--- src/rtl/string_expr_check.sv ---
// string_expr_check
// Streaming syntax checker for simple arithmetic expressions made of decimal
// operands, the operators + - * /, and parentheses. One ASCII character is
// consumed per rising clock edge while in_valid is high. A newline restarts
// the check from a clean state.
//
// Ports:
//   clk       in   1              rising-edge clock
//   clr       in   1              asynchronous reset, active low
//   in_valid  in   1              qualifies 'in'
//   in        in   8              ASCII character
//   out       out  1              consumed prefix is a complete expression
//   err       out  1              stream malformed (sticky until NL/reset)
//   depth     out  clog2(D+1)     currently open parentheses
//   operands  out  CNT_W          operands started since reset/restart
module string_expr_check #(
  parameter int MAX_DIGITS = 4,
  parameter int MAX_DEPTH  = 3,
  parameter int CNT_W      = 8
) (
  input  logic                           clk,
  input  logic                           clr,
  input  logic                           in_valid,
  input  logic [7:0]                     in,
  output logic                           out,
  output logic                           err,
  output logic [$clog2(MAX_DEPTH+1)-1:0] depth,
  output logic [CNT_W-1:0]               operands
);

  localparam int DEPTH_W = $clog2(MAX_DEPTH + 1);
  localparam int DIG_W   = $clog2(MAX_DIGITS + 1);
  localparam logic [DEPTH_W-1:0] DEPTH_MAX = DEPTH_W'(MAX_DEPTH);
  localparam logic [DIG_W-1:0]   DIG_MAX   = DIG_W'(MAX_DIGITS);
  localparam logic [CNT_W-1:0]   OPS_MAX   = {CNT_W{1'b1}};

  typedef enum logic [1:0] {S_EXP, S_NUM, S_CLOSE, S_ERR} state_t;
  typedef enum logic [2:0] {C_DIG, C_OP, C_LP, C_RP, C_NL, C_OTH} class_t;

  // Map one ASCII character onto its token class.
  function automatic class_t classify(input logic [7:0] c);
    class_t cls;
    if ((c >= 8'h30) && (c <= 8'h39)) begin
      cls = C_DIG;
    end else if ((c == 8'h2B) || (c == 8'h2D) || (c == 8'h2A) || (c == 8'h2F)) begin
      cls = C_OP;
    end else if (c == 8'h28) begin
      cls = C_LP;
    end else if (c == 8'h29) begin
      cls = C_RP;
    end else if (c == 8'h0A) begin
      cls = C_NL;
    end else begin
      cls = C_OTH;
    end
    return cls;
  endfunction

  state_t             r_state;
  logic [DEPTH_W-1:0] r_depth;
  logic [DIG_W-1:0]   r_digits;
  logic [CNT_W-1:0]   r_operands;
  logic               r_out;
  logic               r_err;

  class_t             w_class;
  state_t             w_state_nxt;
  logic [DEPTH_W-1:0] w_depth_nxt;
  logic [DIG_W-1:0]   w_digits_nxt;
  logic [CNT_W-1:0]   w_ops_nxt;
  logic [CNT_W-1:0]   w_ops_inc;

  // Operand count increment that sticks at all-ones instead of wrapping.
  always_comb begin
    if (r_operands == OPS_MAX) begin
      w_ops_inc = r_operands;
    end else begin
      w_ops_inc = r_operands + {{(CNT_W-1){1'b0}}, 1'b1};
    end
  end

  // Next-state logic: one transition per consumed character, no lookahead.
  always_comb begin
    w_class      = classify(in);
    w_state_nxt  = r_state;
    w_depth_nxt  = r_depth;
    w_digits_nxt = r_digits;
    w_ops_nxt    = r_operands;
    if (in_valid) begin
      if (w_class == C_NL) begin
        w_state_nxt  = S_EXP;
        w_depth_nxt  = '0;
        w_digits_nxt = '0;
        w_ops_nxt    = '0;
      end else begin
        case (r_state)
          S_EXP: begin
            case (w_class)
              C_DIG: begin
                w_state_nxt  = S_NUM;
                w_digits_nxt = DIG_W'(1);
                w_ops_nxt    = w_ops_inc;
              end
              C_LP: begin
                if (r_depth < DEPTH_MAX) begin
                  w_depth_nxt = r_depth + DEPTH_W'(1);
                end else begin
                  w_state_nxt = S_ERR;
                end
              end
              default: w_state_nxt = S_ERR;
            endcase
          end
          S_NUM: begin
            case (w_class)
              C_DIG: begin
                if (r_digits < DIG_MAX) begin
                  w_digits_nxt = r_digits + DIG_W'(1);
                end else begin
                  w_state_nxt = S_ERR;
                end
              end
              C_OP: w_state_nxt = S_EXP;
              C_RP: begin
                if (r_depth != '0) begin
                  w_state_nxt = S_CLOSE;
                  w_depth_nxt = r_depth - DEPTH_W'(1);
                end else begin
                  w_state_nxt = S_ERR;
                end
              end
              default: w_state_nxt = S_ERR;
            endcase
          end
          S_CLOSE: begin
            case (w_class)
              C_OP: w_state_nxt = S_EXP;
              C_RP: begin
                if (r_depth != '0) begin
                  w_depth_nxt = r_depth - DEPTH_W'(1);
                end else begin
                  w_state_nxt = S_ERR;
                end
              end
              default: w_state_nxt = S_ERR;
            endcase
          end
          S_ERR:   w_state_nxt = S_ERR;
          default: w_state_nxt = S_ERR;
        endcase
      end
    end else begin
      w_state_nxt = r_state;
    end
  end

  // State, counters and decoded flags; flags are registered from next state so
  // they reflect a character right after the edge that consumes it.
  always_ff @(posedge clk or negedge clr) begin
    if (!clr) begin
      r_state    <= S_EXP;
      r_depth    <= '0;
      r_digits   <= '0;
      r_operands <= '0;
      r_out      <= 1'b0;
      r_err      <= 1'b0;
    end else begin
      r_state    <= w_state_nxt;
      r_depth    <= w_depth_nxt;
      r_digits   <= w_digits_nxt;
      r_operands <= w_ops_nxt;
      r_out      <= ((w_state_nxt == S_NUM) || (w_state_nxt == S_CLOSE)) &&
                    (w_depth_nxt == '0);
      r_err      <= (w_state_nxt == S_ERR);
    end
  end

  assign out      = r_out;
  assign err      = r_err;
  assign depth    = r_depth;
  assign operands = r_operands;

endmodule

--- config.mk ---
export PLATFORM = sky130hd
export DESIGN_NAME = string_expr_check
export DESIGN_NICKNAME = d
export VERILOG_FILES = /design/src/rtl/string_expr_check.sv
export SDC_FILE = /design/constraint.sdc
export NUM_CORES = 1
export LEC_CHECK = 0
export CORE_MARGIN = 2
export CORE_UTILIZATION = 59
export CTS_BUF_LIST = sky130_fd_sc_hd__clkbuf_8
export DETAILED_ROUTE_END_ITERATION = 8
export HOLD_SLACK_MARGIN = 0.15
export PLACE_DENSITY = 0.88
export SYNTH_ARGS = -nofsm -noshare
export SYNTH_HDL_FRONTEND = slang
export SYNTH_SLANG_ARGS = --single-unit
export TNS_END_PERCENT = 1
--- constraint.sdc ---
create_clock -name clk -period 5.27 [get_ports clk]
set_input_delay 1.054 -clock clk [delete_from_list [all_inputs] [get_ports clk]]
set_output_delay 1.054 -clock clk [all_outputs]
set_load 0.01 [all_outputs]
# Word level (Yosys, flattened, before mapping)
# Index checks and enable logic that the tools add are counted.
op_classes:
  addsub: 4
  mul: 0
  div: 0
  magnitude_cmp: 4
  eq_ne: 22
  n_shift: 0
  muxes: 31
  n_bitwise: 0
  n_reduce_logical: 16
ops:
  columns: ["op", "n"]
  rows:
  - ["$eq 8x6->1 const B", 6]
  - ["$mux 8", 4]
  - ["$mux 3", 8]
  - ["$mux 2", 11]
  - ["$pmux 2 s2", 3]
  - ["$add 8x1->8 const B", 1]
  - ["$eq 2x2->1 const B", 4]
  - ["$eq 8x4->1 const B", 1]
  - ["$eq 8x8->1 const B", 1]
  - ["$ge 8x6->1 const B", 1]
  - ["$le 8x6->1 const B", 1]
  - ["$pmux 2 s4", 1]
  - ["$eq 3x2->1 const B", 2]
  - ["$ne 3x3->1 const B", 2]
  - ["$pmux 2 s3", 1]
  - ["$pmux 3 s2", 1]
  - ["$reduce_bool 2->1", 3]
  - ["$reduce_and 5->1", 1]
  - ["$eq 2x1->1 const B", 2]
  - ["$logic_not 2->1", 2]
  - ["$logic_or 1x1->1", 4]
  - ["$reduce_and 4->1", 1]
  - ["$add 3x1->3 const B", 1]
  - ["$eq 3x1->1 const B", 1]
  - ["12 further kinds", 14]
word_totals:
  regBits: 17
  latch_bits: 0
  ramBits: 0
  rom_bits: 0
  in_bits: 11
  output_inout_bits: 12
  word_cells: 83
  mem_count: 0

# Longest topological paths before layout
logic_depth:
  word_depth: 14
  mapped_depth: 10
  ltp_nobuf: 9

# Worst setup path after synthesis
# No wires, ideal clock.
synth_timing:
  path_kind: "input -> register"
  startpoint: "input port in[4]"
  endpoint: "register r_out, in the netlist out"
  setup_time_ps: 94
  arrival_time_ps: 2970
  required_ps: 5176
  path_slack_ps: 2206
  cell_stages: 10
  path_buffers: 2
  cell_sequence: "nand2b_1 buf_6 or4_2 buf_6 and3_1 o21ai_0 a32oi_1 ha_1 o21ai_0 a211oi_1"
synth_via:
  elab_chain_cells: 14
  elab_cells_between_ends: 39
  cone_classes: "order compare: 2; eq/ne: 13; mux: 16; reduce/logical: 8"
synth_lines:
  columns: ["element", "line_no", "text"]
  rows:
  - ["from (decl)", "24", "input logic [7:0] in,"]
  - ["$eq 8x4->1 or $eq 8x6->1 (tied branches)", "51, 45", null]
  - ["$mux 1 or $logic_or 1x1->1 (tied branches)", "51, 45", null]
  - ["$mux 3 or $logic_or 1x1->1 (tied branches)", "49, 45", null]
  - ["$mux 3 or $logic_or 1x1->1 (tied branches)", "47, 45", null]
  - ["$mux 3", "45", "end else if ((c == 8'h2B) || (c == 8'h2D) || (c == 8'h2A) || (c == 8'h2F)) begin"]
  - ["$mux 3 (*)", "43", "if ((c >= 8'h30) && (c <= 8'h39)) begin"]
  - ["$eq 3x2->1 (tied with other cells)", "115, 136", null]
  - ["$pmux 2 s3 (tied with other cells)", "115", "case (w_class)"]
  - ["$pmux 2 s4", "96", "case (r_state)"]
  - ["$mux 2 (*)", "90", "if (w_class == C_NL) begin"]
  - ["$mux 2 (*)", "89", "if (in_valid) begin"]
  - ["via w_state_nxt[1]", "67", "state_t w_state_nxt;"]
  - ["$eq 2x1->1 or $eq 2x2->1 (tied branches)", "172", "r_out <= ((w_state_nxt == S_NUM) || (w_state_nxt == S_CLOSE)) &&"]
  - ["$logic_or 1x1->1 (*)", "172", null]
  - ["$logic_and 1x1->1 (*)", "172", null]
  - ["to (signal assigned)", "172", null]
  - ["to (decl)", "63", "logic r_out;"]
# The timed path passes the listed nets; every way through them passes the cells marked *.
# A chain may end at the register's enable or synchronous reset.

# Worst setup path after layout
# Ends and elaborated chain as after synthesis.

==> flow_summary.toml <==
[synthesis]
yosysTopAreaCell = "dfrtp_1"
synth_ff_type = "dfrtp_1"
yosys_warnings = 0
avgSynthCellArea_sq_um = 8.77
synth_cell_types = 56
synthCells = 154
yosysMostFrequentCell = "dfrtp_1"
syn_area_sq_um = 1350
synth_area_leaders = "dfrtp_1, ha_1, a21oi_1, nand3_1, nor2_1"
synth.top_cells.by_count = "dfrtp_1, a21oi_1, nor2_1"
yosys_register_bits = 17
synth_fp_nets = 173
async_flop_share_pct = 100
synth_edf_count = 0
synth_top_area_share_pct = 31.5
seq_area_frac_synth_pct = 31.5

[critical_path]
path_max_fanout = 9
crit_type = "input port to flip-flop"
setup.worst_path.start_class = "input port"
arrival_ns = 3.91
end_kind = "flip-flop"
cp_data_required_time_ns = 5.44

[cells_and_area]
final_util_pct = 72.9
syn2layout_area_growth_pct = 18.3
drive_gt1_share_pct = 6.94
n_antenna_cell = 0
multi_input_area_sq_um = 845
layout.area.seq_sq_um = 425
stdcell_area_sq_um = 1600
fill_cells = 168
fin_cells = 201
final_nets = 193

[sta]
max_freq_ghz = 0.268
holdWs_ns = 0.559
rsz0062_at_grt = "false"
tns_ns = 0
fin_crit_ns = 3.74
tightestPinTransition_ns = 0.797
fin_crit_sh_pct = 70.9
slew_violations = 0
max_slew_margin_pct = 46.7
hold_viol = 0
fin_ws_ns = 1.53
finClkSkew_ns = 0.00118
setup_viol = 0

[grt]
gr-total-overflow = 0
first_global_vias = 1291
antenna_found_initial = 0
grt_pass1_wl_mm = 5.61
track_usage_pct = 27.8
grt_max_degree = 18

[flow_run]
max_cap_viol_count = 0

[route]
post-route-drc-count = 0
wire_per_inst_um = 16.8
drtIter0Drc = 41
dr.pass1.iters = 4
vias = 1352
via_per_inst = 6.73
antenna_left = 0
drt-total-wl_mm = 3.37

[placement]
dp_hpwl_mm = 2.53
routabilityCongestion = 0.854
io_buffers = 22
placed_cells = 197
dpl-instance-area_sq_um = 1550
place_ws_ns = 1.34

[cts]
ctsResizeCount = 0
max-clock-path-buffers = 2
path_clk_slew_ns = 0.07
tritoncts = "built"
ctsHoldBuffers = 0
cts_root_buf = "clkbuf_8"
htreeDepth = 1
cts_sinks = 17
post_cts_buffers = 0
cts-buffers-inserted = 3
clk_latency_ns = 0.26

[floorplan]
dieArea_sq_um = 2690
rows = 17
chipWidth_um = 51.8
die_h_um = 51.8
io_pins = 23
coreArea_sq_um = 2190
initial_core_util_pct = 61.6

[pwr]
ir_drop_mv = 0.354
report.power.total_mw = 0.590
power_density_nw_per_um2 = 369
p_leak_nw = 0.616

[hold_path]
hp-class = "flip-flop to flip-flop"

[outcome]
status = "completed"
metal layers:
metal	up-vias	global-route usage, %	part of all wire, %
li1	629	-	-
met1	650	33.1	41
met2	60	50.2	51
met3	13	1.15	4.7
met4	0	14.5	3.3
met5	-	0	0
area by class of cell:
| type | count | share of cell area [%] |
|---|---|---|
| Multi-Input combinational cell | 123 | 52.9 |
| Tap cell | 28 | 2.19 |
| Inverter | 7 | 1.65 |
| Sequential cell | 17 | 26.6 |
| Clock inverter | 1 | 0.235 |
| Timing Repair Buffer | 22 | 13.8 |
| Clock buffer | 3 | 2.59 |
worst paths after layout:
check | startpoint | to | slack, ns | cells past startpoint
min in group asynchronous | clr | operands[0]$_DFFE_PN0P_ | 1.26 | 1
worst min register to register | r_digits[0]$_DFFE_PN0P_ | r_digits[0]$_DFFE_PN0P_ | 0.56 | 1
max in group asynchronous | clr | r_digits[0]$_DFFE_PN0P_ | 3.52 | 1
worst max-delay path | in[4] | out$_DFF_PN0_ | 1.53 | 9
worst max register to register | r_state[0]$_DFF_PN0_ | out$_DFF_PN0_ | 2.85 | 9
worst min-delay path | r_digits[0]$_DFFE_PN0P_ | r_digits[0]$_DFFE_PN0P_ | 0.56 | 1
critical path, stage by stage:
cell and delay, ns:
clkdlybuf4s50_1 0.53, nand2b_1 0.33, or4_2 0.86, and3_1 0.26, o21ai_0 0.11, a32oi_1 0.20, ha_1 0.33, o21ai_0 0.07
a211oi_1 0.16
report_power, final:
part	internal (mW)	switching, mW	total (mW)
registers	0.162	0.0413	0.204
clock network	0.0519	0.0466	0.0984
logic	0.132	0.156	0.288
total	0.346	0.244	0.590
cell usage in the layout (no fill, tap or decap), types with 2 or more instances in the layout:
master / synthesis / final
a21oi_1: 11 / 11
clkbuf_8: 0 / 3
nor3_1: 4 / 4
nor2_1: 11 / 11
mux2i_1: 2 / 2
dfrtp_1: 17 / 17
nand4_1: 3 / 3
o211ai_1: 2 / 2
o31ai_1: 5 / 5
nand3_1: 10 / 10
or2_1: 2 / 2
or4_1: 5 / 5
nor3b_1: 4 / 4
a211oi_1: 2 / 2
and3_1: 2 / 2
clkdlybuf4s50_1: 0 / 22
nand2_1: 9 / 9
inv_1: 7 / 8
ha_1: 8 / 8
o21ai_0: 7 / 7
nand2b_1: 2 / 2
logic make-up after synthesis:
group,synth area share (%)
adders and majority gates,7.41
xor gates and xnor gates,0.649
muxes,3.15
AOI/OAI and AO/OA,24.0
and+or+nand+nor,27.3
DFF,31.5
buffers and inverters,5.93
registers in the layout, indices dropped and copies added, names as in the netlist:
signal	count
err	1
depth	2
operands	8
r_state	2
r_digits	3
out	1
No activity file was read; power rests on OpenSTA's default activity.
